<file path="config.mk">
export PLATFORM = sky130hd
export DESIGN_NAME = sum_fact_param
export DESIGN_NICKNAME = d
export VERILOG_FILES = /design/src/rtl/sum_fact_pkg.sv /design/src/rtl/sum_fact_sat_mac.sv /design/src/rtl/sum_fact_param.sv
export SDC_FILE = /design/constraint.sdc
export NUM_CORES = 1
export LEC_CHECK = 0
export ABC_AREA = 0
export CAP_MARGIN = 0
export CORE_MARGIN = 2
export CORE_UTILIZATION = 50
export DETAILED_ROUTE_END_ITERATION = 8
export GPL_TIMING_DRIVEN = 0
export HOLD_SLACK_MARGIN = 0.05
export PLACE_DENSITY = 0.73
export SYNTH_ARGS = -nofsm -noshare
export SYNTH_HDL_FRONTEND = slang
export SYNTH_SLANG_ARGS = --single-unit
export TNS_END_PERCENT = 50
</file>
<file path="constraint.sdc">
create_clock -name clk -period 8.3 [get_ports clk]
set_input_delay 1.66 -clock clk [delete_from_list [all_inputs] [get_ports clk]]
set_output_delay 1.66 -clock clk [all_outputs]
set_load 0.1 [all_outputs]
</file>
<file path="src/rtl/sum_fact_pkg.sv">
// Shared definitions for the sum_fact_param factorial engine.
// Contents:
//   - default operand and datapath widths;
//   - mode encodings;
//   - the controller state type.
package sum_fact_pkg;

    localparam int unsigned NW_DEFAULT = 4;
    localparam int unsigned SW_DEFAULT = 32;

    localparam logic MODE_SUM  = 1'b0;
    localparam logic MODE_FACT = 1'b1;

    typedef enum logic [1:0] {
        StIdle = 2'd0,
        StBusy = 2'd1,
        StDone = 2'd2
    } state_e;

endpackage

</file>
<file path="src/rtl/sum_fact_sat_mac.sv">
// Combinational step of the factorial engine. It forms fact*k and adds that
// product to the running sum, saturating both values to all-ones on overflow.
//
// Ports:
//   fact_i  - current factorial value
//   k_i     - current multiplier (iteration counter)
//   sum_i   - current running sum
//   fact_o  - saturated fact*k
//   sum_o   - saturated sum + fact_o
//   ovf_o   - high when either the product or the sum saturated this step
module sum_fact_sat_mac #(
    parameter int unsigned NW = 4,
    parameter int unsigned SW = 32
) (
    input  logic [SW-1:0] fact_i,
    input  logic [NW-1:0] k_i,
    input  logic [SW-1:0] sum_i,
    output logic [SW-1:0] fact_o,
    output logic [SW-1:0] sum_o,
    output logic          ovf_o
);

    logic [SW+NW-1:0] prod;
    logic             prod_ovf;
    logic [SW:0]      sum_wide;
    logic             sum_ovf;

    always_comb begin
        prod     = {{NW{1'b0}}, fact_i} * {{SW{1'b0}}, k_i};
        prod_ovf = |prod[SW+NW-1:SW];
        fact_o   = prod_ovf ? {SW{1'b1}} : prod[SW-1:0];

        // The sum adds the already-saturated product, so a saturated term
        // forces the sum to saturate as well.
        sum_wide = {1'b0, sum_i} + {1'b0, fact_o};
        sum_ovf  = sum_wide[SW];
        sum_o    = sum_ovf ? {SW{1'b1}} : sum_wide[SW-1:0];

        ovf_o    = prod_ovf | sum_ovf;
    end

endmodule

</file>
<file path="src/rtl/sum_fact_param.sv">
// Sequential factorial engine. For an operand N it produces either the sum
// 0!+1!+...+N! (mode 0) or N! alone (mode 1), one multiply-add per cycle,
// with saturation and a sticky overflow flag.
//
// Ports:
//   clk        - clock, rising edge
//   reset      - asynchronous, active-high reset
//   n_in       - operand N, captured on accept
//   mode_in    - 0: sum of factorials, 1: N! only; captured on accept
//   in_valid   - request valid
//   in_ready   - high in IDLE only
//   result     - final value while out_valid, otherwise 0
//   ovf        - result saturated; meaningful only while out_valid, else 0
//   out_valid  - high in DONE only
//   out_ack    - consumer takes the result
module sum_fact_param
    import sum_fact_pkg::*;
#(
    parameter int unsigned NW = NW_DEFAULT,
    parameter int unsigned SW = SW_DEFAULT
) (
    input  logic          clk,
    input  logic          reset,
    input  logic [NW-1:0] n_in,
    input  logic          mode_in,
    input  logic          in_valid,
    output logic          in_ready,
    output logic [SW-1:0] result,
    output logic          ovf,
    output logic          out_valid,
    input  logic          out_ack
);

    state_e        state_q, state_d;
    logic [NW-1:0] n_q, n_d;
    logic [NW-1:0] k_q, k_d;
    logic          mode_q, mode_d;
    logic [SW-1:0] fact_q, fact_d;
    logic [SW-1:0] sum_q, sum_d;
    logic          ovf_q, ovf_d;

    logic [SW-1:0] mac_fact;
    logic [SW-1:0] mac_sum;
    logic          mac_ovf;

    sum_fact_sat_mac #(
        .NW (NW),
        .SW (SW)
    ) u_mac (
        .fact_i (fact_q),
        .k_i    (k_q),
        .sum_i  (sum_q),
        .fact_o (mac_fact),
        .sum_o  (mac_sum),
        .ovf_o  (mac_ovf)
    );

    always_ff @(posedge clk or posedge reset) begin
        if (reset) begin
            state_q <= StIdle;
            n_q     <= '0;
            k_q     <= '0;
            mode_q  <= MODE_SUM;
            fact_q  <= SW'(1);
            sum_q   <= '0;
            ovf_q   <= 1'b0;
        end else begin
            state_q <= state_d;
            n_q     <= n_d;
            k_q     <= k_d;
            mode_q  <= mode_d;
            fact_q  <= fact_d;
            sum_q   <= sum_d;
            ovf_q   <= ovf_d;
        end
    end

    always_comb begin
        state_d = state_q;
        n_d     = n_q;
        k_d     = k_q;
        mode_d  = mode_q;
        fact_d  = fact_q;
        sum_d   = sum_q;
        ovf_d   = ovf_q;

        unique case (state_q)
            StIdle: begin
                if (in_valid) begin
                    n_d     = n_in;
                    mode_d  = mode_in;
                    k_d     = NW'(1);
                    fact_d  = SW'(1);
                    // Sum starts at 1 to account for the 0! term.
                    sum_d   = SW'(1);
                    ovf_d   = 1'b0;
                    state_d = (n_in == '0) ? StDone : StBusy;
                end
            end
            StBusy: begin
                fact_d = mac_fact;
                sum_d  = mac_sum;
                ovf_d  = ovf_q | mac_ovf;
                // Holding k at n on the last step keeps n = 2^NW-1 from wrapping.
                if (k_q == n_q) begin
                    state_d = StDone;
                end else begin
                    k_d = k_q + NW'(1);
                end
            end
            StDone: begin
                if (out_ack) begin
                    state_d = StIdle;
                end
            end
            default: begin
                state_d = StIdle;
            end
        endcase
    end

    always_comb begin
        in_ready  = (state_q == StIdle);
        out_valid = (state_q == StDone);
        result    = '0;
        ovf       = 1'b0;
        if (state_q == StDone) begin
            result = (mode_q == MODE_FACT) ? fact_q : sum_q;
            ovf    = ovf_q;
        end
    end

endmodule

</file>
==> qor.yml, run 1 <==
async_reset_ff_share_pct: 100
first_global_vias: 8233
port_buffers: 43
hold_class: "register to register"
fin_skew_ns: 0.00449
die_area_sq_um: 20400
crit_path_max_fanout: 10
drive_gt1_share_pct: 5.91
cts.sinks: 76
ys.flop_type: "dfrtp_1"
synth_edf_count: 0
final_cell_area_sq_um: 10800
final_max_slew_viol_count: 0
drt_wl_total_um: 26300
whs_path_depth: 2
setup_viol: 0
fillers: 1682
run_status: "finished clean"
post-dp-hpwl_um: 20900
yosysSeqAreaShare_pct: 19.8
synth_area_per_cell_sq_um: 8.29
track_usage_pct: 26.5
fmax_ghz: 0.127
crit_type: "register to register"
hold_viol: 0
via_count: 8369
rsz0062_at_grt: "false"
pre_cts_ws_ns: -0.225
synthCells: 1160
cts_tree: "done"
p_total_mw: 1.79
nNetsFinal: 1358
holdBufCountCts: 0
critPathLaunch: "k_q[2]"
tightestPinTransition_ns: 0.986
wire_per_inst_um: 18.1
final.min_clock_period_ns: 7.87
end_kind: "register"
path_clk_slew_ns: 0.06
start_util_pct: 51.2
synth_warnings: 0
synth-seq-cells: 76
synth_top_area_share_pct: 19.5
drc_errors: 0
die_w_um: 143
antenna_cells: 0
crit_required_ns: 8.53
cp.arrival_ns: 8.10
fin_ws_ns: 0.425
synth_area_sq_um: 9610
register_area_sq_um: 1900
leakagePower_nw: 5.47
critPathLaunchType: "register"
drt_pass1_iterations: 5
reg2reg_depth: 26
final_core_util_pct: 57.4
die_h_um: 143
slowest_delay_ns: 0.71
overflow: 0
first_iter_violations: 715
synth_most_common_cell: "nand2_1"
h-tree-depth: 3
area_growth_pct: 12.1
synth_area_leader_cell: "dfrtp_1"
place_area_sq_um: 10400
cts_buffers: 9
powerDensity_nw_per_um2: 166
avgViaCountPerCell: 5.76
hold-worst-slack_ns: 0.511
ioPinCount: 44
placementRows: 50
synth_nets: 1303
ys_top_cells_by_count: "nand2_1, inv_1, and2_1"
critPathSlowestCell: "or4_1"
synth_area_leaders: "dfrtp_1, fa_1, ha_1"
grt_max_degree: 51
multi_input_area_sq_um: 7040
synth_cell_types: 70
clk_latency_ns: 0.35
post-route-period-util_pct: 94.9
relSlewSlack_pct: 34.1
ant_nets: 0
reg2reg_from: "k_q[2]"
cts_root_buf: "clkbuf_16"
antenna_found_initial: 1
cap_violations: 0
hp-start: "sum_q[19]"
core_sq_um: 18800
place.gp.congestion: 0.957
grt_pass1_wl_um: 42500
vdd_drop_max_mv: 0.244
ctsLongestPathBuffers: 2
placed cells by master (no fill, tap or decap), types with 7 or more instances in the layout:
master / Yosys / final
dfrtp_1: 75 / 75
mux2i_1: 35 / 35
and3_1: 14 / 14
nor2b_1: 7 / 7
nor2_1: 60 / 60
xnor2_1: 30 / 30
a22o_1: 30 / 30
nand2_1: 148 / 147
a211oi_1: 12 / 11
clkbuf_16: 0 / 9
o21bai_1: 9 / 9
o21a_1: 10 / 10
fa_1: 61 / 61
clkbuf_1: 45 / 39
ha_1: 73 / 73
clkdlybuf4s50_1: 0 / 43
xor2_1: 24 / 24
inv_1: 124 / 123
nand2_4: 19 / 19
o211ai_1: 9 / 9
and2_1: 102 / 102
o21ai_0: 66 / 66
a21oi_1: 59 / 59
nand3_1: 21 / 21
a21o_1: 22 / 22
final cells by class:
| cell class | count | share of cell area (%) |
|---|---|---|
| Multi-Input combinational cell | 910 | 65.3 |
| Sequential cell | 76 | 17.7 |
| Inverter | 124 | 4.34 |
| Timing Repair Buffer | 45 | 4.32 |
| Tap cell | 234 | 2.72 |
| Buffer | 49 | 2.15 |
| Clock buffer | 9 | 2.09 |
| Clock inverter | 5 | 1.39 |
state kept, by name, summed over array words and instances (netlist names):
register  count
fact_q       32
k_q           4
mode_q        1
n_q           4
ovf_q         1
state_q       2
sum_q        32
repair_timing:
item                       in CTS  in global routing
setup endpoints to repair      30                 33
pin swaps                       0                  2
buffers inserted                0                  1
gates cloned                    0                  0
resized for setup               6                  8
worst max-delay path: cells and delay by family, from the launching register on:
kind / cells / cell delay [ns]
compound gates: 10 / 2.72
simple gates: 7 / 1.88
fa+ha+maj: 4 / 1.85
buf+inv: 4 / 0.89
flops: 1 / 0.32
xor+xnor: 1 / 0.08
metrics by stage:
stage          instances  TNS (ns)
6_report            1452         0
2_1_floorplan       1160         0
5_1_grt             1452         0
3_3_place_gp        1437     -3.33
3_5_place_dp        1438     -5.38
4_1_cts             1451         0
logic make-up after synthesis:
group / synth area share [%]
adders and majority gates: 22.2
and+or+nand+nor: 22.5
AOI/OAI and AO/OA: 18.9
buffers and inverters: 7.22
xor gates and xnor gates: 5.09
muxes: 4.23
DFF: 19.8
per-layer routing:
layer | global-route usage [%] | wire, um
met1 | 36.8 | 11900
met2 | 43.6 | 12300
met3 | 3.42 | 1460
met4 | 7.87 | 630
met5 | 0 | 13
where the power goes:
| group | total (mW) | switching (mW) | internal (mW) |
|---|---|---|---|
| clock | 0.507 | 0.156 | 0.351 |
| sequential | 0.485 | 0.0595 | 0.426 |
| combinational | 0.797 | 0.546 | 0.251 |
| total | 1.79 | 0.762 | 1.03 |
path summary, 6_finish.rpt:
kind | endpoint | slack [ns]
max | sum_q[31] | 0.43
min | sum_q[19] | 0.51
max reg2reg | sum_q[31] | 0.43
min reg2reg | sum_q[19] | 0.51
max in group asynchronous | fact_q[31] | 6.06
min in group asynchronous | sum_q[2] | 1.65
(Power assumes the default switching activity.)
==> run 2, diff against run 1 <==
--- a/constraint.sdc
+++ b/constraint.sdc
@@ -3,2 +3,2 @@
 set_output_delay 1.66 -clock clk [all_outputs]
-set_load 0.1 [all_outputs]
+set_load 0.005 [all_outputs]
==> results of run 2 <==
The final DEF is identical to that of run 1. Status: finished clean.
Main changes from that run: total power 1.79 mW -> 1.72 mW; worst IR drop on VDD 0.244 mV -> 0.237 mV
==> run 3, diff against run 2 <==
Settings changed: RECOVER_POWER set to 25.
==> qor.yml, run 3 (synthesis results as in run 1) <==
cap_violations: 1  # +1
avgViaCountPerCell: 5.79  # +0.37%
cts.sinks: 76  # unchanged
clk_latency_ns: 0.34  # about the same
tightestPinTransition_ns: 2.72
layout_common_cells: "nand2_1, inv_1, and2_1"
powerDensity_nw_per_um2: 160
first_global_vias: 8233  # unchanged
antenna_found_initial: 1  # unchanged
drt_pass1_iterations: 6  # +1
drive_gt1_share_pct: 5.83  # -0.082 points
post-route-period-util_pct: 94.8  # -0.10 points
reg2reg_slack_ns: 0.43  # about the same
ant_nets: 0  # unchanged
critPathTopFamily: "compound AO/OA/AOI/OAI gates"
grt_max_degree: 51  # unchanged
crit_path_max_fanout: 10  # unchanged
die_w_um: 143  # unchanged
end_kind: "register"
area_growth_pct: 11.9
place.gp.congestion: 0.957  # unchanged
ioPinCount: 44  # unchanged
critPathSlowestCell: "or4_1"
dp.cells: 1438  # unchanged
final.min_clock_period_ns: 7.87  # -0.00848 ns
grt_pass1_wl_um: 42500  # unchanged
final_cell_area_sq_um: 10800  # -0.23%
top_regs: "fact_q: 32 flops, sum_q: 32 flops"
core_sq_um: 18800  # unchanged
port_buffers: 43  # unchanged
hold_viol: 0  # unchanged
pre_cts_ws_ns: -0.225  # unchanged
antenna_cells: 0  # unchanged
via_count: 8400  # +0.37%
final_common_cell: "nand2_1"
rsz0062_at_grt: "false"
die_h_um: 143  # unchanged
holdBufCountCts: 0  # unchanged
fin_ws_ns: 0.434  # +0.00848 ns
run_status: "finished, violations left"
drt_wl_total_um: 26300  # -0.31%
cts_buffers: 9  # unchanged
cp.arrival_ns: 8.09  # about the same
nNetsFinal: 1358  # unchanged
hold_class: "register to register"
tns_ns: 0  # unchanged
wire_per_inst_um: 18.1  # -0.31%
placementRows: 50  # unchanged
leakagePower_nw: 5.46  # -0.29%
cp_num_buf_inv: 4  # unchanged
path_clk_slew_ns: 0.06  # about the same
ctsLongestPathBuffers: 2  # unchanged
critPathLaunchType: "register"
fin_skew_ns: 0.00575  # +0.00125 ns
h-tree-depth: 3  # unchanged
overflow: 0  # unchanged
relSlewSlack_pct: -81.6
place_area_sq_um: 10400  # unchanged
cts_tree: "done"
setup_viol: 0  # unchanged
die_area_sq_um: 20400  # unchanged
violations: "capacitance limit, slew limit"
final_max_slew_viol_count: 51  # +51
slowest_delay_ns: 0.72  # about the same
fmax_ghz: 0.127  # +0.11%
vdd_drop_max_mv: 0.238
hold-worst-slack_ns: 0.511  # -0.000115 ns
post-dp-hpwl_um: 20900  # unchanged
final_core_util_pct: 57.3  # -0.13 points
first_iter_violations: 674  # -5.7%
track_usage_pct: 26.5  # unchanged
drc_errors: 0  # unchanged
cts_root_buf: "clkbuf_16"
p_total_mw: 1.72
crit_type: "register to register"
crit_required_ns: 8.52  # about the same
start_util_pct: 51.2  # unchanged
layout.cells.non_filler: 1452  # unchanged
[run 3: cell type report]
type | instances | area [sq um]
Fill cell | 1684 | 8020
Multi-Input combinational cell | 910 | 7040
Sequential cell | 76 | 1900
Inverter | 124 | 467
Timing Repair Buffer | 45 | 442
Tap cell | 234 | 293
Buffer | 49 | 231
Clock buffer | 9 | 225
Clock inverter | 5 | 150
[run 3: metal layers]
metal / share of wire (%) / track usage (%) / vias to the layer above
li1: - / - / 4033
met3: 5.6 / 3.42 / 48
met2: 47 / 43.6 / 240
met5: 0.050 / 0 / -
met4: 2.4 / 7.87 / 2
met1: 45 / 36.8 / 4077
[run 3: worst min-delay path, delay by kind of cell (launching register included)]
family | cells | cell delay, ns
flip-flops | 1 | 0.37
AND/OR/NAND/NOR | 2 | 0.11
[run 3: where the power goes]
| part | internal (mW) | switching, mW |
|---|---|---|
| sequential | 0.426 | 0.0590 |
| combinational | 0.250 | 0.478 |
| clock | 0.351 | 0.155 |
| total | 1.03 | 0.692 |
[run 3: worst paths after layout]
check	startpoint	endpoint	cells after the start
max	k_q[2]	sum_q[31]	26
min	sum_q[7]	sum_q[7]	2
max reg2reg	k_q[2]	sum_q[31]	26
min reg2reg	sum_q[7]	sum_q[7]	2
max in group asynchronous	reset	sum_q[24]	3
min in group asynchronous	reset	sum_q[2]	2
[run 3: what timing repair did]
action | in CTS | in global routing
buffers inserted | 0 | 1
pin swaps | 0 | 2
endpoints found under the setup margin | 30 | 33
gates resized for setup | 6 | 8
